==> config.mk <==
export PLATFORM = sky130hd
export DESIGN_NAME = alu_writeback
export DESIGN_NICKNAME = d
export VERILOG_FILES = /design/src/rtl/alu_writeback.sv
export SDC_FILE = /design/constraint.sdc
export NUM_CORES = 1
export LEC_CHECK = 0
export ABC_AREA = 0
export BUFFER_PORTS_ARGS = -buffer_cell sky130_fd_sc_hd__buf_2
export CAP_MARGIN = 0
export CORE_AREA = 2 2 77 98
export CTS_BUF_LIST = sky130_fd_sc_hd__clkbuf_8 sky130_fd_sc_hd__clkbuf_16
export DETAILED_ROUTE_END_ITERATION = 10
export DIE_AREA = 0 0 79 100
export PLACE_DENSITY = 0.86
export SYNTH_ARGS = -nofsm -noshare
export SYNTH_HDL_FRONTEND = slang
export SYNTH_SLANG_ARGS = --single-unit
==> constraint.sdc <==
create_clock -name clk -period 2.35 [get_ports clk]
set_input_delay 0.235 -clock clk [delete_from_list [all_inputs] [get_ports clk]]
set_output_delay 0.235 -clock clk [all_outputs]
set_load 0.03 [all_outputs]
==> src/rtl/alu_writeback.sv <==
// Execute->writeback stage: commits one ALU result per transaction to the register file or the
// memory bus, owns the architectural PS register and reports write-back faults.
module alu_writeback #(
    parameter int unsigned TIMEOUT = 64,
    parameter logic [7:0]  PS_INIT = 8'hE0
) (
    input  logic        clk,
    input  logic        reset,

    input  logic        in_valid,
    output logic        in_ready,
    input  logic [15:0] in_d,
    input  logic [7:0]  in_ps,
    input  logic        in_ps_we,
    input  logic [1:0]  in_dest,
    input  logic [2:0]  in_reg,
    input  logic [15:0] in_addr,
    input  logic        in_byte,
    input  logic        in_sxt,

    output logic        rf_we,
    output logic [2:0]  rf_waddr,
    output logic [15:0] rf_wdata,
    output logic        rf_wbyte,

    output logic        bus_req,
    output logic [15:0] bus_addr,
    output logic [15:0] bus_wdata,
    output logic [1:0]  bus_sel,
    input  logic        bus_ack,
    input  logic        bus_err,

    input  logic        ps_ld,
    input  logic [7:0]  ps_ld_val,
    output logic [7:0]  ps,

    output logic        wb_err,
    output logic [1:0]  wb_err_code
);

    localparam int unsigned    CntW   = (TIMEOUT > 2) ? $clog2(TIMEOUT) : 1;
    localparam logic [CntW-1:0] CntMax = CntW'(TIMEOUT - 1);

    localparam logic [1:0] DestReg = 2'd1;
    localparam logic [1:0] DestMem = 2'd2;

    localparam logic [1:0] CodeOdd     = 2'd0;
    localparam logic [1:0] CodeBusErr  = 2'd1;
    localparam logic [1:0] CodeTimeout = 2'd2;

    typedef enum logic [1:0] {StIdle, StCommit, StBus, StFault} state_e;

    state_e          state_q, state_d;
    logic [CntW-1:0] cnt_q, cnt_d;
    logic [1:0]      code_q, code_d;
    logic [7:0]      ps_q, ps_d;
    logic            commit;
    logic            accept;

    logic [15:0]     d_q;
    logic [7:0]      ps_new_q;
    logic            ps_we_q;
    logic [1:0]      dest_q;
    logic [2:0]      reg_q;
    logic [15:0]     addr_q;
    logic            byte_q;
    logic            sxt_q;

    assign in_ready = (state_q == StIdle);
    assign accept   = in_valid & in_ready;

    // Transaction fields are captured once at accept and held for the rest of the transaction.
    always_ff @(posedge clk or posedge reset) begin
        if (reset) begin
            d_q      <= '0;
            ps_new_q <= '0;
            ps_we_q  <= 1'b0;
            dest_q   <= '0;
            reg_q    <= '0;
            addr_q   <= '0;
            byte_q   <= 1'b0;
            sxt_q    <= 1'b0;
        end else if (accept) begin
            d_q      <= in_d;
            ps_new_q <= in_ps;
            ps_we_q  <= in_ps_we;
            dest_q   <= in_dest;
            reg_q    <= in_reg;
            addr_q   <= in_addr;
            byte_q   <= in_byte;
            sxt_q    <= in_sxt;
        end
    end

    always_ff @(posedge clk or posedge reset) begin
        if (reset) begin
            state_q <= StIdle;
            cnt_q   <= '0;
            code_q  <= CodeOdd;
            ps_q    <= PS_INIT;
        end else begin
            state_q <= state_d;
            cnt_q   <= cnt_d;
            code_q  <= code_d;
            ps_q    <= ps_d;
        end
    end

    always_comb begin
        state_d = state_q;
        cnt_d   = cnt_q;
        code_d  = code_q;
        commit  = 1'b0;
        unique case (state_q)
            StIdle: begin
                cnt_d = '0;
                if (accept) begin
                    if (in_dest == DestMem) begin
                        // Misaligned word stores fault before any bus cycle starts.
                        if (!in_byte && in_addr[0]) begin
                            state_d = StFault;
                            code_d  = CodeOdd;
                        end else begin
                            state_d = StBus;
                        end
                    end else begin
                        state_d = StCommit;
                    end
                end
            end
            StCommit: begin
                commit  = 1'b1;
                state_d = StIdle;
            end
            StBus: begin
                if (bus_err) begin
                    state_d = StFault;
                    code_d  = CodeBusErr;
                end else if (bus_ack) begin
                    commit  = 1'b1;
                    state_d = StIdle;
                end else if (cnt_q == CntMax) begin
                    state_d = StFault;
                    code_d  = CodeTimeout;
                end else begin
                    cnt_d = cnt_q + 1'b1;
                end
            end
            StFault: state_d = StIdle;
            default: state_d = StIdle;
        endcase
    end

    // An external load (trap/RTI) wins over a commit on the same edge.
    always_comb begin
        ps_d = ps_q;
        if (ps_ld) begin
            ps_d = ps_ld_val;
        end else if (commit && ps_we_q) begin
            ps_d = ps_new_q;
        end
    end

    always_comb begin
        rf_we     = 1'b0;
        rf_waddr  = '0;
        rf_wdata  = '0;
        rf_wbyte  = 1'b0;
        bus_req   = 1'b0;
        bus_addr  = '0;
        bus_wdata = '0;
        bus_sel   = '0;
        wb_err    = 1'b0;
        unique case (state_q)
            StCommit: begin
                if (dest_q == DestReg) begin
                    rf_we    = 1'b1;
                    rf_waddr = reg_q;
                    if (byte_q && sxt_q) begin
                        rf_wdata = {{8{d_q[7]}}, d_q[7:0]};
                    end else begin
                        rf_wdata = d_q;
                        rf_wbyte = byte_q;
                    end
                end
            end
            StBus: begin
                bus_req  = 1'b1;
                bus_addr = {addr_q[15:1], 1'b0};
                if (byte_q) begin
                    bus_wdata = {d_q[7:0], d_q[7:0]};
                    bus_sel   = addr_q[0] ? 2'b10 : 2'b01;
                end else begin
                    bus_wdata = d_q;
                    bus_sel   = 2'b11;
                end
            end
            StFault: wb_err = 1'b1;
            default: ;
        endcase
    end

    assign ps          = ps_q;
    assign wb_err_code = code_q;

endmodule

==> metrics.sh, run 1 <==
ROUTE.LAYER.MET1.WL_MICRONS=2980
SYNTHESIS.NETS=348
TIMING.SETUP.TNS_NS=0
SYNTHXORXNORAREAFRAC=0
CLOCK_PATH_BUFFERS=2
PERIOD_SHARE=0.911
POWER.COMBINATIONAL.FRACTION=0.478
ROUTE.FINAL.WIRE_LENGTH_MICRONS=7650
AVGSYNTHCELLAREA_SQ_UM=11.9
FINAL_UTIL=0.601
GP_ROUTABILITY_CONGESTION=0.890
FINAL_LAYOUT_SIZE_SUFFIX_GT1_FRAC=0.519
DRC_ERRORS=0
GRT.TOTAL_USAGE=0.200
TIMING_HOLD_VIOLATIONS_FINAL=0
POST_SYNTHESIS_INSTANCE_AREA_SQ_UM=3320
SYNTH_MUX_AREA_FRAC=0.254
POST_LAYOUT_TOTAL_POWER_W=0.00531
WORST_PATH_MOST_REPEATED_CELL='sky130_fd_sc_hd__inv_1'
FMAX_GHz=0.467
ROUTED-WL-MET2_MICRONS=4130
GRT_SETUP_UNREPAIRED='no'
GRT_PASS1_VIAS=2637
CLKSLEWWORSTSETUPHOLDPATHS_NS=0.07
SLEW_HEADROOM=0.659
DRT_ITER0_MARKERS=80
CP_NUM_BUF_INV=3
CRIT_ARRIVAL_NS=1.91
AVGVIACOUNTPERCELL=5.12
CRITPATHREQUIREDTIME_NS=2.12
SYNTHFLOPTYPE='sky130_fd_sc_hd__dfrtp_1'
SHARE_SEQ_OF_TOTAL_POWER=0.370
CTS_ROOT_BUFFER='sky130_fd_sc_hd__clkbuf_8'
FINALWORSTPATHREQUIREDPERIOD_NS=2.14
ROUTED_VIAS=2611
NUMBER_OF_ANTENNA_REPAIR_DIODES=0
TIMING.FINAL.WS_SETUP_NS=0.209
CRIT_PATH_TOP_DELAY_CELL='sky130_fd_sc_hd__dfrtp_1'
FINALMAXSLEWVIOLATIONS=0
PLACE_WS_NS=0.334
POWER.DENSITY_nW_PER_UM2=1250
P_INT_W=0.00314
DOMINANT_COMBINATIONAL_CELL_FAMILY_BY_AREA_AFTER_SYNTHESIS='multiplexers'
HTREE_LEVELS=3
MAXCAP_VIOL_COUNT=0
ASYNC_RESET_FF_FRAC=1.00
WORSTSETUPENDPOINTTYPE='output port'
IR_WORST_VDD_mV=0.580
CLOCKPOWERSHARE=0.152
CLKSINKCOUNT=66
SYNTHESIS.YOSYS.WARNINGS=0
MAXUSEDROUTINGLAYER='met4'
YOSYSSEQAREASHARE=0.498
MOSTFREQUENTLAYOUTCELL='sky130_fd_sc_hd__buf_2'
STATIC-LEAKAGE-POWER_nW=2.17
SYNTHESIS.INSTANCES=280
P_SW_W=0.00216
CRITICAL_PATH_PEAK_FANOUT=12
TRITONCTS.NUM_BUFFERS=9
CRITICALPATHCATEGORY='flop to output port'
BUFFER_PORTS.INSERTED=128
ROW_COUNT=35
PATH_DELAY_FAMILY='buffers and inverters'
FINAL_ANTENNA_NET_COUNT=0
FINAL_CELL_MIX='sky130_fd_sc_hd__buf_2 (128), sky130_fd_sc_hd__dfrtp_1 (63), sky130_fd_sc_hd__mux2_2 (58), sky130_fd_sc_hd__and2_1 (35), sky130_fd_sc_hd__nand2_1 (13)'
INITIAL_CORE_UTIL=0.468
IO_PINS=130
CLOCK_INSERTION_DELAY_WORST_SKEW_NS=0.34
DIE_W_MICRONS=79
MAXIMUM_NUMBER_OF_PINS_ON_ONE_NET_BEFORE_GLOBAL_ROUTE_REPAIR=49
FINAL_NET_COUNT=481
WORST-SLEW-PIN-TRANSITION_NS=0.510
SYNTH-EDFF-COUNT=0
ROUTED_WIRE_LENGTH_PER_INSTANCE_MICRONS=15.0
WORST_HOLD_PATH_TYPE='input pin to flop'
SYNTH_COMPOUND_AREA_FRAC=0.0546
DR_WL_MET3_MICRONS=336
GRT_ANTENNA_BEFORE_REPAIR=0
DP_HPWL_MICRONS=5720
SYNTH-SEQ-CELLS=66
OUTCOME='finished clean'
CRIT_CHAIN='inv_1 -> ha_1 -> nand3b_1 -> inv_1 -> and2_1 -> buf_2'
LAYOUT.FILLER_CELLS=599
SW_FRAC_OF_TOTAL=0.408
SETUP_VIOLS_FINAL=0
DRT-PASS1-ITER-COUNT=5
YOSYS.AREA_SHARE.SIMPLE=0.139
TRITONCTS='built'
SYNTH-ADDER-AREA-SHARE=0.0226
GRT-OVFL-TOTAL=0
SYNTH_CELL_TYPES=37
CRITPATHMAXSTAGEDELAY_NS=0.42
CP_LAUNCH_TYPE='flop'
TIMING.CLOCK.SKEW_NS=0.00749
DIE_H_MICRONS=100
GRT_FIRST_PASS_WIRELENGTH_MICRONS=12200
DESIGN.CORE.AREA_SQ_UM=7090
FLOW.AREA_GROWTH_FROM_SYNTHESIS_PCT=28.2
DIEAREA_SQ_UM=7900
==> worst reg2reg max path: cells and delay by family (launching register included) <==
family,cells,cell delay [ns]
buffers and inverters,1,0.10
multiplexers,2,0.62
flip-flops,1,0.39
adder cells (fa/ha/maj),1,0.25
AO/OA/AOI/OAI,1,0.32
AND/OR/NAND/NOR,1,0.22
==> kinds of logic after synthesis <==
logic type | after synthesis
AO/OA/AOI/OAI | 28
adder cells (fa/ha/maj) | 6
buffers and inverters | 25
flip-flops | 66
multiplexers | 76
other | 1
AND/OR/NAND/NOR | 78
==> cell usage after synthesis, drive strengths merged (6+ instances only) <==
library cell | n | area (sq um)
inv | 11 | 41.3
ha | 6 | 75.1
dfrtp | 63 | 1580
buf | 6 | 31.3
a21oi | 11 | 55.1
and2 | 35 | 219
o21ai | 7 | 38.8
mux2 | 66 | 743
nor2b | 8 | 50.1
nand2 | 14 | 52.6
mux2i | 10 | 100
clkbuf | 8 | 30.0
==> power groups by stage <==
stage | combinational [W] | clock [W] | sequential [W]
after CTS | 0.00257 | 0.000836 | 0.00197
after detailed placement | 0.00256 | 0 | 0.00199
after global placement | 0.00250 | 0 | 0.00195
after floorplan | 0.00187 | 0 | 0.00198
final | 0.00254 | 0.000808 | 0.00196
after global routing | 0.00274 | 0.000876 | 0.00203
==> routing by layer <==
metal | global-route usage | vias up
li1 | - | 1229
met1 | 0.229 | 1275
met2 | 0.359 | 85
met3 | 0.0315 | 22
met4 | 0.0981 | 0
met5 | 0 | -
==> worst paths after layout <==
check	startpoint	endpoint	slack, ns	depth (start not counted)
setup / recovery	state_q[1]	rf_waddr[0]	0.21	6
hold / removal	in_sxt	sxt_q	0.12	2
setup reg to reg	state_q[0]	ps[4]	0.34	6
hold reg to reg	reg_q[2]	reg_q[2]	0.50	1
max in group asynchronous	reset	addr_q[6]	1.17	4
min in group asynchronous	reset	addr_q[12]	0.50	3
==> registers in the layout, summed over array words and instances (netlist names) <==
register	cells
d_q	16
state_q	2
ps	8
cnt_q	6
ps_new_q	8
ps_we_q	1
wb_err_code	2
dest_q	2
byte_q	1
sxt_q	1
reg_q	3
addr_q	16
==> cell type report <==
type | count | area (sq um) | share of cell area
clock buffer | 10 | 138 | 0.0323
multi-input combinational | 189 | 1570 | 0.368
sequential | 66 | 1660 | 0.389
timing repair buffer | 136 | 716 | 0.168
clock inverter | 6 | 27.5 | 0.00646
inverter | 11 | 41.3 | 0.00969
tap | 92 | 115 | 0.0270
==> through the flow <==
step                hold slack, ns  cell area, sq um  std cells
floorplan                    0.386              3320        280
global placement             0.287              4090        493
detailed placement           0.302              4090        493
CTS                          0.106              4260        510
global route                 0.114              4260        510
finish                       0.124              4260        510
==> timing repair <==
item / in CTS / in global routing
hold buffers: 1 / 0
hold endpoints to repair: 20 / 0
buffers inserted: 0 / 0
resized for setup: 0 / 0
No activity file was read; power rests on OpenSTA's default activity.
==> run 2, diff against run 1 <==
- MAX_ROUTING_LAYER: unset -> met4
==> metrics.sh, run 2 (same netlist as run 1, synthesis figures left out) <==
NUMBER_OF_ANTENNA_REPAIR_DIODES=0  # unchanged
IO_PINS=130  # unchanged
INITIAL_CORE_UTIL=0.468  # unchanged
SETUP.WORST_PATH.END='rf_waddr[0]'
MAXCAP_VIOL_COUNT=0  # unchanged
TIMING_HOLD_VIOLATIONS_FINAL=0  # unchanged
CRIT_ARRIVAL_NS=1.91  # about the same
TIMING.CLOCK.SKEW_NS=0.00766  # +0.000169 ns
DIE_W_MICRONS=79  # unchanged
DRT_ITER0_MARKERS=102  # +28%
DESIGN.CORE.AREA_SQ_UM=7090  # unchanged
TRITONCTS.NUM_BUFFERS=9  # unchanged
R2R-END='ps[4]'
GRT-OVFL-TOTAL=0  # unchanged
DP_HPWL_MICRONS=5720  # unchanged
FMAX_GHz=0.466  # -0.18%
GRT_FIRST_PASS_WIRELENGTH_MICRONS=12200  # about the same
ROUTE.FINAL.WIRE_LENGTH_MICRONS=7630  # -0.27%
MAXIMUM_NUMBER_OF_PINS_ON_ONE_NET_BEFORE_GLOBAL_ROUTE_REPAIR=49  # unchanged
CP_LAUNCH_TYPE='flop'
FINAL_LAYOUT_SIZE_SUFFIX_GT1_FRAC=0.519  # unchanged
DRC_ERRORS=0  # unchanged
ROW_COUNT=35  # unchanged
CRITICAL_PATH_PEAK_FANOUT=12  # unchanged
GRT_SETUP_UNREPAIRED='no'
FINAL.HOLD.WORST_SLACK_NS=0.121  # -0.00306 ns
CRIT_CHAIN='inv_1 -> ha_1 -> nand3b_1 -> inv_1 -> and2_1 -> buf_2'
WORST_PATH_MOST_REPEATED_CELL='sky130_fd_sc_hd__inv_1'
TIMING.SETUP.TNS_NS=0  # unchanged
POWER.DENSITY_nW_PER_UM2=1250  # about the same
AVGVIACOUNTPERCELL=5.09  # -0.65%
FINALWORSTPATHREQUIREDPERIOD_NS=2.15  # +0.00391 ns
OUTCOME='finished clean'
FINAL_NET_COUNT=481  # unchanged
WORST-SLEW-PIN-TRANSITION_NS=0.509  # -0.00139 ns
CLKSINKCOUNT=66  # unchanged
CRITICALPATHCATEGORY='flop to output port'
TRITONCTS='built'
TIMING.REG2REG.SETUP_SLACK_NS=0.33  # about the same
PERIOD_SHARE=0.913  # +0.00166
LARGESTREGISTERS='addr_q (16), d_q (16)'
FLOW.AREA_GROWTH_FROM_SYNTHESIS_PCT=28.2  # unchanged
FINAL_ANTENNA_NET_COUNT=0  # unchanged
IR_WORST_VDD_mV=0.582  # +0.36%
SLEW_HEADROOM=0.660  # +0.000930
SETUP_VIOLS_FINAL=0  # unchanged
WORST_R2R_PATH_DEPTH=6  # unchanged
CP-STARTPOINT='state_q[1]'
HTREE_LEVELS=3  # unchanged
ROUTED_VIAS=2594  # -0.65%
POST_LAYOUT_TOTAL_POWER_W=0.00531  # about the same
CRITPATHMAXSTAGEDELAY_NS=0.42  # about the same
GRT_ANTENNA_BEFORE_REPAIR=0  # unchanged
FINAL_CELL_MIX='sky130_fd_sc_hd__buf_2 (128), sky130_fd_sc_hd__dfrtp_1 (63), sky130_fd_sc_hd__mux2_2 (58), sky130_fd_sc_hd__and2_1 (35), sky130_fd_sc_hd__nand2_1 (13)'
CRIT_PATH_TOP_DELAY_CELL='sky130_fd_sc_hd__dfrtp_1'
CLOCK_INSERTION_DELAY_WORST_SKEW_NS=0.34  # about the same
GRT_PASS1_VIAS=2641  # +0.15%
CTS_ROOT_BUFFER='sky130_fd_sc_hd__clkbuf_8'
FINAL_CELL_AREA_SQ_UM=4260  # unchanged
FINALMAXSLEWVIOLATIONS=0  # unchanged
DIE_H_MICRONS=100  # unchanged
GP_ROUTABILITY_CONGESTION=0.905  # +1.7%
STATIC-LEAKAGE-POWER_nW=2.17  # unchanged
DIEAREA_SQ_UM=7900  # unchanged
MOSTFREQUENTLAYOUTCELL='sky130_fd_sc_hd__buf_2'
BUFFER_PORTS.INSERTED=128  # unchanged
PLACED_CELL_AREA_SQ_UM=4090  # unchanged
DRT-PASS1-ITER-COUNT=4  # -1
R2R_START='state_q[0]'
CLOCK_PATH_BUFFERS=2  # unchanged
GRT.TOTAL_USAGE=0.206  # +0.00628
CRITPATHREQUIREDTIME_NS=2.12  # about the same
WORSTSETUPENDPOINTTYPE='output port'
WORST_HOLD_PATH_TYPE='input pin to flop'
CLKSLEWWORSTSETUPHOLDPATHS_NS=0.07  # about the same
ROUTED_WIRE_LENGTH_PER_INSTANCE_MICRONS=15.0  # -0.27%
[run 2: cell type report]
class | count | area [sq um]
clock buffers | 10 | 138
fillers | 599 | 2830
repair buffers | 136 | 716
clock inverters | 6 | 27.5
well taps | 92 | 115
inverters | 11 | 41.3
multi-input cells | 189 | 1570
flip-flops and latches | 66 | 1660
[run 2: per-layer routing]
metal | share of wire | GRT usage
met1 | 0.39 | 0.228
met4 | 0.023 | 0.0981
met5 | 0 | -
met2 | 0.55 | 0.360
met3 | 0.043 | 0.0315
[run 2: repair_timing]
| action | in CTS | in global routing |
|---|---|---|
| setup buffers | 0 | 0 |
| resized for setup | 0 | 0 |
| endpoints found under the hold margin | 20 | 0 |
| hold buffers | 1 | 0 |
[run 2: power by group]
| part | switching, W | internal [W] |
|---|---|---|
| clock | 0.000414 | 0.000396 |
| sequential | 0.000313 | 0.00165 |
| combinational | 0.00144 | 0.00110 |
[run 2: critical path, delay by kind of cell (launching register included)]
family                   cells  cell delay [ns]
buffers and inverters        3             0.60
flip-flops                   1             0.42
AND/OR/NAND/NOR              2             0.32
adder cells (fa/ha/maj)      1             0.23
[run 2: worst min path at each step]
stage / from / endpoint / slack [ns] / depth (start not counted)
after floorplan: in_d[15] / d_q[15] / 0.39 / 1
after global placement: reset / ps_new_q[6] / 0.29 / 2
after detailed placement: reset / ps[4] / 0.30 / 2
after CTS: in_reg[2] / reg_q[2] / 0.11 / 2
after global routing: in_reg[0] / reg_q[0] / 0.11 / 2
final: in_sxt / sxt_q / 0.12 / 2
[run 2: through the flow]
step | cells | utilization | worst slack (ns)
after floorplan | 280 | - | 0.188
final | 510 | 0.601 | 0.205
after CTS | 510 | 0.601 | 0.145
after global placement | 493 | 0.576 | 0.402
after global routing | 510 | 0.601 | 0.0656
after detailed placement | 493 | 0.576 | 0.334
==> run 3, diff against run 2 <==
- CORE_AREA: 2 2 77 98 -> 2 2 86 88
- DIE_AREA: 0 0 79 100 -> 0 0 88 90
==> metrics.sh, run 3 (same netlist as run 1, synthesis figures left out) <==
FMAX_GHz=0.466  # about the same
IR_WORST_VDD_mV=0.538  # -7.6%
CLKSINKCOUNT=66  # unchanged
CLOCK_PATH_BUFFERS=2  # unchanged
CRITPATHREQUIREDTIME_NS=2.12  # about the same
MAXCAP_VIOL_COUNT=0  # unchanged
SETUP_VIOLS_FINAL=0  # unchanged
LARGESTREGISTERS='addr_q (16), d_q (16)'
FLOW.AREA_GROWTH_FROM_SYNTHESIS_PCT=27.8
BUFFER_PORTS.INSERTED=128  # unchanged
GRT_FIRST_PASS_WIRELENGTH_MICRONS=11700  # -4.2%
FINALWORSTPATHREQUIREDPERIOD_NS=2.14  # -0.00149 ns
FINALMAXSLEWVIOLATIONS=0  # unchanged
DIE_H_MICRONS=90  # -10%
CRIT_CHAIN='inv_1 -> ha_1 -> nand3b_1 -> inv_1 -> and2_1 -> buf_2'
CTS_ROOT_BUFFER='sky130_fd_sc_hd__clkbuf_8'
TIMING_HOLD_VIOLATIONS_FINAL=0  # unchanged
CRIT_ARRIVAL_NS=1.91  # about the same
TRITONCTS='built'
TRITONCTS.NUM_BUFFERS=9  # unchanged
POWER.DENSITY_nW_PER_UM2=1230  # -1.1%
TIMING.SETUP.TNS_NS=0  # unchanged
ROW_COUNT=31  # -11%
TIMING.REG2REG.SETUP_SLACK_NS=0.33  # about the same
CP_LAUNCH_TYPE='flop'
OUTCOME='finished clean'
ROUTED_WIRE_LENGTH_PER_INSTANCE_MICRONS=14.1  # -5.5%
GRT_PASS1_VIAS=2529  # -4.2%
CRITPATHMAXSTAGEDELAY_NS=0.41  # about the same
CLKSLEWWORSTSETUPHOLDPATHS_NS=0.07  # about the same
CELL_COUNT_FINAL_FILLERS_OUT=517  # +1.4%
PERIOD_SHARE=0.912  # about the same
DIE_W_MICRONS=88  # +11%
CRITICALPATHCATEGORY='flop to output port'
DRC_ERRORS=0  # unchanged
MOSTFREQUENTLAYOUTCELL='sky130_fd_sc_hd__buf_2'
WORST_HOLD_PATH_TYPE='input pin to flop'
CRIT_PATH_TOP_DELAY_CELL='sky130_fd_sc_hd__dfrtp_1'
DP_HPWL_MICRONS=5510  # -3.7%
FINAL_LAYOUT_SIZE_SUFFIX_GT1_FRAC=0.517  # -0.00239
MAXIMUM_NUMBER_OF_PINS_ON_ONE_NET_BEFORE_GLOBAL_ROUTE_REPAIR=40  # -18%
IO_PINS=130  # unchanged
GRT_SETUP_UNREPAIRED='no'
HTREE_LEVELS=3  # unchanged
POST_LAYOUT_TOTAL_POWER_W=0.00523  # -1.4%
INITIAL_CORE_UTIL=0.473  # +0.00493
TIMING.CLOCK.SKEW_NS=0.00821  # +0.000549 ns
FINAL_NET_COUNT=481  # unchanged
CRITICAL_PATH_PEAK_FANOUT=12  # unchanged
NUMBER_OF_ANTENNA_REPAIR_DIODES=0  # unchanged
STATIC-LEAKAGE-POWER_nW=2.17  # -0.38%
FINAL_ANTENNA_NET_COUNT=0  # unchanged
CLOCK_INSERTION_DELAY_WORST_SKEW_NS=0.33  # about the same
GRT-OVFL-TOTAL=0  # unchanged
ROUTED_VIAS=2540  # -2.1%
WORST_PATH_MOST_REPEATED_CELL='sky130_fd_sc_hd__inv_1'
AVGVIACOUNTPERCELL=4.91  # -3.4%
WORSTSETUPENDPOINTTYPE='output port'
FINAL_CELL_MIX='sky130_fd_sc_hd__buf_2 (128), sky130_fd_sc_hd__dfrtp_1 (63), sky130_fd_sc_hd__mux2_2 (58), sky130_fd_sc_hd__and2_1 (35)'
DRT_ITER0_MARKERS=147  # +44%
POST_CTS.RESIZED_INSTANCES=0  # unchanged
GRT.TOTAL_USAGE=0.195  # -0.0108
GRT_ANTENNA_BEFORE_REPAIR=0  # unchanged
ROUTE.FINAL.WIRE_LENGTH_MICRONS=7310  # -4.2%
GP_ROUTABILITY_CONGESTION=0.818  # -9.6%
DRT-PASS1-ITER-COUNT=4  # unchanged
DIEAREA_SQ_UM=7920  # +0.25%
LAYOUT.FILLER_CELLS=580  # -3.2%
DESIGN.CORE.AREA_SQ_UM=7020  # -1.0%
DP.CELLS=500  # +1.4%
run 3: cell types whose count changed in the layout (fill, tap and decap cells not counted), sizes merged:
cell / change
inv: +1
clkbuf: -1
run 3: final cells by class:
cell class	instances	area, sq um	area share
clock buffer	9	124	0.0292
clock inverter	7	31.3	0.00737
inverter	11	41.3	0.00972
multi-input combinational	189	1570	0.369
sequential	66	1660	0.390
tap	99	124	0.0292
timing repair buffer	136	703	0.166
run 3: metrics by stage:
step                hold WS [ns]  worst slack (ns)   util  area [sq um]
global route               0.106            0.0931  0.605          4250
global placement           0.347             0.393  0.581          4080
floorplan                  0.386             0.188      -          3320
CTS                        0.112             0.164  0.605          4250
detailed placement         0.352             0.325  0.581          4080
finish                     0.129             0.206  0.605          4250
run 3: final timing paths:
check | start | to | cells past startpoint
max | state_q[1] | rf_waddr[0] | 6
min | in_d[5] | d_q[5] | 2
max reg2reg | state_q[0] | ps[1] | 6
min reg2reg | addr_q[9] | addr_q[9] | 1
max in group asynchronous | reset | ps[7] | 4
min in group asynchronous | reset | addr_q[5] | 4
run 3: power breakdown:
group | leakage [nW] | switching, W | total, W | internal (W)
combinational | 1.28 | 0.00141 | 0.00249 | 0.00108
clock | 0.0963 | 0.000398 | 0.000762 | 0.000363
sequential | 0.788 | 0.000334 | 0.00198 | 0.00165
run 3: repair_timing:
action | 4_1_cts | 5_1_grt
hold buffers | 1 | 0
hold endpoints to repair | 32 | 0
buffers inserted | 0 | 0
run 3: per-layer routing:
| metal | up-vias | wire length, microns | GRT usage |
|---|---|---|---|
| met2 | 80 | 3740 | 0.314 |
| li1 | 1232 | - | - |
| met5 | - | 0 | - |
| met4 | 0 | 93 | 0.0692 |
| met1 | 1220 | 3100 | 0.240 |
| met3 | 8 | 372 | 0.0432 |
run 3: worst max-delay path, delay by kind of cell, from the launching register on:
kind,cells,cell delay (ns)
buf+inv,3,0.60
fa+ha+maj,1,0.23
flops,1,0.41
simple gates,2,0.34
